===== config.mk =====
export PLATFORM = sky130hd
export DESIGN_NAME = mbist_march_ctrl_flat
export DESIGN_NICKNAME = d
export VERILOG_FILES = /design/src/rtl/mbist_march_ctrl_if.sv /design/src/rtl/mbist_march_ctrl.sv /design/src/flat_wrapper.sv
export SDC_FILE = /design/constraint.sdc
export NUM_CORES = 1
export LEC_CHECK = 0
export CORE_MARGIN = 4
export CORE_UTILIZATION = 40
export DETAILED_ROUTE_END_ITERATION = 12
export GPL_ROUTABILITY_DRIVEN = 1
export SLEW_MARGIN = 15
export SYNTH_ARGS = -nofsm -noshare
export SYNTH_HDL_FRONTEND = slang
export SYNTH_SLANG_ARGS = --single-unit

===== constraint.sdc =====
create_clock -name clk -period 5.8 [get_ports clk]
set_input_delay 0.58 -clock clk [delete_from_list [all_inputs] [get_ports clk]]
set_output_delay 0.58 -clock clk [all_outputs]
set_load 0.02 [all_outputs]

===== src/rtl/mbist_march_ctrl_if.sv =====
// Signal bundle between the March C- BIST controller, the top-level test logic
// and the single-port memory pins.
interface mbist_march_ctrl_if #(
  parameter int DATA_WIDTH = 8,
  parameter int ADDR_WIDTH = 7
);
  logic                  start;
  logic                  busy;
  logic                  done;
  logic                  pass;
  logic [ADDR_WIDTH-1:0] fail_addr;
  logic [2:0]            fail_elem;
  logic [7:0]            err_count;
  logic                  write_read;
  logic [ADDR_WIDTH-1:0] address;
  logic [DATA_WIDTH-1:0] wdata;
  logic [DATA_WIDTH-1:0] rdata;

  modport master (
    input  start, rdata,
    output busy, done, pass, fail_addr, fail_elem, err_count,
           write_read, address, wdata
  );

  modport slave (
    output start, rdata,
    input  busy, done, pass, fail_addr, fail_elem, err_count,
           write_read, address, wdata
  );
endinterface


===== src/rtl/mbist_march_ctrl.sv =====
// March C- self-test sequencer: walks six elements over the memory, compares reads
// two cycles later and keeps first-failure address/element plus a saturating count.
module mbist_march_ctrl #(
  parameter int DATA_WIDTH = 8,
  parameter int ADDR_WIDTH = 7,
  parameter int CAPACITY   = 72
) (
  input logic                clk,
  input logic                rst,
  mbist_march_ctrl_if.master bus
);
  typedef enum logic [3:0] {
    M0    = 4'd0,
    M1    = 4'd1,
    M2    = 4'd2,
    M3    = 4'd3,
    M4    = 4'd4,
    M5    = 4'd5,
    DRAIN = 4'd6,
    DONE  = 4'd7,
    IDLE  = 4'd8
  } state_t;

  typedef struct packed {
    state_t                state;
    logic                  phase;
    logic [ADDR_WIDTH-1:0] addr;
  } op_t;

  localparam logic [ADDR_WIDTH-1:0] LAST = ADDR_WIDTH'(CAPACITY - 1);
  localparam logic [DATA_WIDTH-1:0] ONES = '1;
  localparam logic [DATA_WIDTH-1:0] ZERO = '0;

  state_t                state_q;
  logic                  phase_q;
  logic [ADDR_WIDTH-1:0] addr_q;
  logic                  wr_q;
  logic [DATA_WIDTH-1:0] wdata_q;
  logic                  busy_q, done_q, pass_q, first_seen;
  logic [ADDR_WIDTH-1:0] fail_addr_q;
  logic [2:0]            fail_elem_q;
  logic [7:0]            err_q, err_nxt;
  logic                  s1_valid, s2_valid;
  logic [DATA_WIDTH-1:0] s1_exp, s2_exp;
  logic [ADDR_WIDTH-1:0] s1_addr, s2_addr;
  logic [2:0]            s1_elem, s2_elem;
  logic                  accept, mismatch;
  op_t                   cur, n1, n2;

  // Advance one op; the phase bit doubles as the two-cycle drain counter.
  function automatic op_t step(input op_t c);
    op_t n;
    n = c;
    case (c.state)
      M0, M5: begin
        if (c.addr == LAST) begin
          n.state = (c.state == M0) ? M1 : DRAIN;
          n.addr  = '0;
          n.phase = 1'b0;
        end else begin
          n.addr = c.addr + 1'b1;
        end
      end
      M1, M2: begin
        if (!c.phase) begin
          n.phase = 1'b1;
        end else if (c.addr == LAST) begin
          n.phase = 1'b0;
          n.state = (c.state == M1) ? M2 : M3;
          n.addr  = (c.state == M1) ? '0 : LAST;
        end else begin
          n.phase = 1'b0;
          n.addr  = c.addr + 1'b1;
        end
      end
      M3, M4: begin
        if (!c.phase) begin
          n.phase = 1'b1;
        end else if (c.addr == '0) begin
          n.phase = 1'b0;
          n.state = (c.state == M3) ? M4 : M5;
          n.addr  = (c.state == M3) ? LAST : '0;
        end else begin
          n.phase = 1'b0;
          n.addr  = c.addr - 1'b1;
        end
      end
      DRAIN: begin
        n.phase = ~c.phase;
        if (c.phase) n.state = DONE;
      end
      default: n = c;
    endcase
    return n;
  endfunction

  function automatic logic is_write(input state_t s, input logic p);
    return (s == M0) || (p && (s == M1 || s == M2 || s == M3 || s == M4));
  endfunction

  function automatic logic is_read(input state_t s, input logic p);
    return (s == M5) || (!p && (s == M1 || s == M2 || s == M3 || s == M4));
  endfunction

  function automatic logic [DATA_WIDTH-1:0] op_data(input state_t s, input logic p);
    logic [DATA_WIDTH-1:0] d;
    case (s)
      M1, M3:  d = p ? ONES : ZERO;
      M2, M4:  d = p ? ZERO : ONES;
      default: d = ZERO;
    endcase
    return d;
  endfunction

  // n1 is the op presented next cycle; n2 the one after, for the wdata lookahead.
  always_comb begin
    accept    = bus.start && (state_q == IDLE || state_q == DONE);
    cur.state = state_q;
    cur.phase = phase_q;
    cur.addr  = addr_q;
    if (accept) begin
      n1.state = M0;
      n1.phase = 1'b0;
      n1.addr  = '0;
    end else begin
      n1 = step(cur);
    end
    n2       = step(n1);
    mismatch = s2_valid && (bus.rdata != s2_exp);
    err_nxt  = (mismatch && err_q != 8'hFF) ? err_q + 8'd1 : err_q;
  end

  always_ff @(posedge clk or posedge rst) begin
    if (rst) begin
      state_q     <= IDLE;
      phase_q     <= 1'b0;
      addr_q      <= '0;
      wr_q        <= 1'b0;
      wdata_q     <= '0;
      busy_q      <= 1'b0;
      done_q      <= 1'b0;
      pass_q      <= 1'b0;
      first_seen  <= 1'b0;
      fail_addr_q <= '0;
      fail_elem_q <= '0;
      err_q       <= '0;
      s1_valid    <= 1'b0;
      s1_exp      <= '0;
      s1_addr     <= '0;
      s1_elem     <= '0;
      s2_valid    <= 1'b0;
      s2_exp      <= '0;
      s2_addr     <= '0;
      s2_elem     <= '0;
    end else begin
      state_q  <= n1.state;
      phase_q  <= n1.phase;
      addr_q   <= n1.addr;
      wr_q     <= is_write(n1.state, n1.phase);
      wdata_q  <= is_write(n2.state, n2.phase) ? op_data(n2.state, n2.phase) : ZERO;
      s1_valid <= is_read(state_q, phase_q);
      s1_exp   <= op_data(state_q, phase_q);
      s1_addr  <= addr_q;
      s1_elem  <= 3'(state_q);
      s2_valid <= s1_valid;
      s2_exp   <= s1_exp;
      s2_addr  <= s1_addr;
      s2_elem  <= s1_elem;
      if (accept) begin
        busy_q      <= 1'b1;
        done_q      <= 1'b0;
        pass_q      <= 1'b0;
        first_seen  <= 1'b0;
        fail_addr_q <= '0;
        fail_elem_q <= '0;
        err_q       <= '0;
      end else begin
        err_q <= err_nxt;
        if (mismatch && !first_seen) begin
          first_seen  <= 1'b1;
          fail_addr_q <= s2_addr;
          fail_elem_q <= s2_elem;
        end
        if (state_q == DRAIN && n1.state == DONE) begin
          busy_q <= 1'b0;
          done_q <= 1'b1;
          pass_q <= (err_nxt == 8'd0);
        end
      end
    end
  end

  assign bus.busy       = busy_q;
  assign bus.done       = done_q;
  assign bus.pass       = pass_q;
  assign bus.fail_addr  = fail_addr_q;
  assign bus.fail_elem  = fail_elem_q;
  assign bus.err_count  = err_q;
  assign bus.write_read = wr_q;
  assign bus.address    = addr_q;
  assign bus.wdata      = wdata_q;
endmodule


===== src/flat_wrapper.sv =====
// flat-port wrapper written by rule: the top's interface ports become plain ports
module mbist_march_ctrl_flat 
#(
  parameter int DATA_WIDTH = 8,
  parameter int ADDR_WIDTH = 7,
  parameter int CAPACITY   = 72
)
  (clk, rst, bus_start, bus_rdata, bus_busy, bus_done, bus_pass, bus_fail_addr, bus_fail_elem, bus_err_count, bus_write_read, bus_address, bus_wdata);
  mbist_march_ctrl_if #(.DATA_WIDTH(DATA_WIDTH), .ADDR_WIDTH(ADDR_WIDTH)) bus_i ();
  input logic clk;
  input logic rst;
  input wire logic [$bits(bus_i.start)-1:0] bus_start;
  input wire logic [$bits(bus_i.rdata)-1:0] bus_rdata;
  output wire logic [$bits(bus_i.busy)-1:0] bus_busy;
  output wire logic [$bits(bus_i.done)-1:0] bus_done;
  output wire logic [$bits(bus_i.pass)-1:0] bus_pass;
  output wire logic [$bits(bus_i.fail_addr)-1:0] bus_fail_addr;
  output wire logic [$bits(bus_i.fail_elem)-1:0] bus_fail_elem;
  output wire logic [$bits(bus_i.err_count)-1:0] bus_err_count;
  output wire logic [$bits(bus_i.write_read)-1:0] bus_write_read;
  output wire logic [$bits(bus_i.address)-1:0] bus_address;
  output wire logic [$bits(bus_i.wdata)-1:0] bus_wdata;
  assign bus_i.start = bus_start;
  assign bus_i.rdata = bus_rdata;
  assign bus_busy = bus_i.busy;
  assign bus_done = bus_i.done;
  assign bus_pass = bus_i.pass;
  assign bus_fail_addr = bus_i.fail_addr;
  assign bus_fail_elem = bus_i.fail_elem;
  assign bus_err_count = bus_i.err_count;
  assign bus_write_read = bus_i.write_read;
  assign bus_address = bus_i.address;
  assign bus_wdata = bus_i.wdata;
  mbist_march_ctrl #(.DATA_WIDTH(DATA_WIDTH), .ADDR_WIDTH(ADDR_WIDTH), .CAPACITY(CAPACITY)) u_core (.clk(clk), .rst(rst), .bus(bus_i));
endmodule

==> results.txt <==
number of enable flip-flop cells after synthesis - 0
number of gates resized after cts - 0
detailed-route vias per instance - 5.65
via count of the first global-routing pass - 2673
final worst clock skew - 0.0102 ns
wire length of the first global-routing pass - 13.5 mm
internal power - 0.639 mW
peak clock frequency supported by timing - 290 MHz
number of hold violations in the final report - 0
switching power share of the total - 0.222
CTS tree - built
largest net degree at the start of global routing - 61
worst hold-check path type - reg2reg
std cell rows - 33
remaining antenna violation count after routing - 0
Slew headroom - 0.248
Seq pwr share - 0.509
Psw - 0.182 mW
Leak - 1.67 nW
most frequent cells in the layout - 59 x dfrtp_1, 47 x clkdlybuf4s50_1, 41 x nor2_1
Clk network pwr share - 0.469
worst-case vdd ir drop - 0.0000744 V
warning count from the yosys run - 0
maximum level of the CTS H-tree - 3
synth unique cells - 82
Mapped Cells - 358
clock-pin transition on the worst setup and hold timing paths - 0.07 ns
total of max-cap violations - 0
HPWL after DPL - 5.79 mm
critical path cell sequence - and4b_1 -> o21a_1 -> a311oi_1 -> o41ai_2 -> o2111ai_1 -> nor4_2 -> mux2i_1 -> o221a_1
Critical-path top delay cell - dfrtp_1
cell area after synthesis - 3480 um2
worst hold margin - 0.346 ns
worst-path fanout max - 28
die height - 101 um
vias after detailed routing - 2807
Routed wire per std cell - 17.1 um
max incr delay on CP - 0.92 ns
detailed-route wire length - 8.52 mm
# diodes - 0
status - finished clean
required time worst endpoint - 6.07 ns
placeable core region - 8340 um2
number of clock sinks - 60
DRT iter0 DRCs - 172
combinational share of power - 0.021
total power per unit cell area - 199 nW/um2
CTS Buf Count - 9
cts hold-fix bufs - 0
Setup Crit Path Kind - reg2reg
placer congestion estimate - 0.917
total congestion overflow after global routing - 0
Fillers - 768
Period minus WS final - 3.44 ns
setup tns final - 0 ns
overall die area - 10300 um2
insertion delay to the later sink of the worst-skew pair - 0.34 ns
share of the clock period used by the worst path after layout - 0.594
setup repair after global routing missed its margin - false
nature of the critical path startpoint - register
Worst Max-Slew Pin Slew - 1.13 ns
deepest clock path buffer count - 2
number of nets at the end of the flow - 401
number of iterations in the first detailed-routing pass - 5
number of buffers inserted by port buffering - 47
flip-flop cell with the highest count after synthesis - dfrtp_1
number of slew-limit violations in the final report - 0
number of setup violations in the final report - 0
number of synthesized register bits - 60
setup repair bufs after CTS - 0
share of the yosys chip area belonging to registers - 0.432
mean area per synthesized cell - 9.72 um2
I/O Pins - 48
starting utilization of the core area - 0.417
most common cell after layout, fill and taps aside - dfrtp_1
Net Count, Synth - 372
DIE WIDTH - 101 um
DR DRC count - 0
growth of design area from synthesis to finish - 18.6%
signal arrival time at the worst endpoint - 3.71 ns
global-route usage over all layers - 0.167
reg-to-reg setup timing slack - 2.36 ns
async set or reset register ratio after synthesis - 1.00
kind of capture point of the worst setup path - register
CTS root buffer - clkbuf_8
layout cells sized above 1 - 0.102
initial antenna violation count - 0
## power groups by stage
stage                     clock network, mW  registers [mW]  logic (mW)
after floorplan                           0           0.426     0.00744
after detailed placement                  0           0.426      0.0185
after CTS                             0.399           0.418      0.0185
after global placement                    0           0.426      0.0183
final                                 0.385           0.418      0.0176
after global routing                  0.419           0.418      0.0202
## critical path: cells and delay by family (launching register included)
family | cells | cell delay [ns]
multiplexers | 1 | 0.23
AND/OR/NAND/NOR | 2 | 0.66
AO/OA/AOI/OAI | 5 | 1.56
flip-flops | 1 | 0.92
## through the flow
stage	power (mW)	area [um2]	worst slack, ns	util	instances
after floorplan	0.434	3480	3.07	-	358
after global placement	0.445	3920	2.52	0.470	481
after detailed placement	0.445	3920	2.39	0.470	481
after CTS	0.836	4130	2.36	0.495	497
after global routing	0.857	4130	2.07	0.495	497
final	0.821	4130	2.36	0.495	497
## sequential cells by signal, indices dropped and copies added, names as in the netlist
name and cells:
u_core.s1_elem 3, u_core.s1_exp 1, u_core.bus.address 7, u_core.s2_addr 7, u_core.s2_exp 1, u_core.s1_addr 7, u_core.bus.done 1, u_core.s2_valid 1
u_core.bus.fail_elem 3, u_core.bus.fail_addr 7, u_core.bus.pass 1, u_core.bus.wdata 1, u_core.phase_q 1, u_core.bus.write_read 1, u_core.s2_elem 3, u_core.bus.busy 1
u_core.state_q 4, u_core.s1_valid 1, u_core.first_seen 1, u_core.bus.err_count 8
## logic make-up (layout without fill, tap and decap cells)
group           after synthesis  count (layout)  share of synthesized area
compound gates               87              87                      0.194
xor+xnor                     11              11                     0.0299
fa+ha+maj                     3               3                     0.0108
buf+inv                      45              79                     0.0655
flops                        60              60                      0.432
mux                          18              18                     0.0518
simple gates                134             134                      0.216
## worst paths after layout
check / startpoint / to / cells after the start
setup / recovery: u_core.state_q[1] / u_core.bus.wdata[6] / 8
hold / removal: u_core.s1_elem[0] / u_core.s2_elem[0] / 0
setup reg to reg: u_core.state_q[1] / u_core.bus.wdata[6] / 8
hold reg to reg: u_core.s1_elem[0] / u_core.s2_elem[0] / 0
max in group asynchronous: rst / u_core.s1_exp[6] / 3
min in group asynchronous: rst / u_core.bus.fail_addr[0] / 3
## layout make-up
class / count / area (um2) / share of cell area
clock buffer: 10 / 138 / 0.0334
tap: 105 / 131 / 0.0318
timing repair buffer: 48 / 478 / 0.116
multi-input combinational: 253 / 1750 / 0.424
clock inverter: 6 / 71.3 / 0.0173
sequential: 60 / 1500 / 0.364
inverter: 15 / 56.3 / 0.0136
## metal layers
metal / wire [um] / GRT usage / vias to the layer above
met3: 412 / 0.0372 / 18
met1: 3840 / 0.222 / 1339
met5: 0 / 0 / -
li1: - / - / 1364
met2: 4110 / 0.255 / 86
met4: 160 / 0.0849 / 0
## synthesized netlist by cell type (2+ instances only)
cell / n / area share
o211ai_1: 5 / 0.011
xor2_1: 6 / 0.015
o2111ai_1: 3 / 0.0076
mux2i_1: 18 / 0.052
nor3_1: 8 / 0.012
nand2b_1: 6 / 0.011
nor2_1: 41 / 0.044
o31ai_1: 5 / 0.011
a21o_1: 2 / 0.0043
or2_1: 4 / 0.0072
o21ai_0: 11 / 0.016
dfrtp_1: 59 / 0.42
a21oi_1: 14 / 0.020
o21ai_1: 5 / 0.0072
xnor2_1: 4 / 0.010
ha_1: 3 / 0.011
nand2_1: 25 / 0.027
buf_4: 10 / 0.022
a31oi_1: 6 / 0.011
and3_1: 2 / 0.0036
or4_1: 4 / 0.0086
a211oi_1: 4 / 0.0086
a21oi_2: 2 / 0.0050
clkbuf_1: 6 / 0.0065
nand3_1: 10 / 0.014
a221oi_1: 3 / 0.0076
nor2b_1: 2 / 0.0036
nor3b_1: 2 / 0.0043
nand4_1: 6 / 0.011
buf_2: 11 / 0.016
or3_1: 4 / 0.0072
buf_1: 2 / 0.0022
nor4_1: 3 / 0.0054
inv_1: 14 / 0.015
Note: power is estimated with default switching activity, not from simulation.
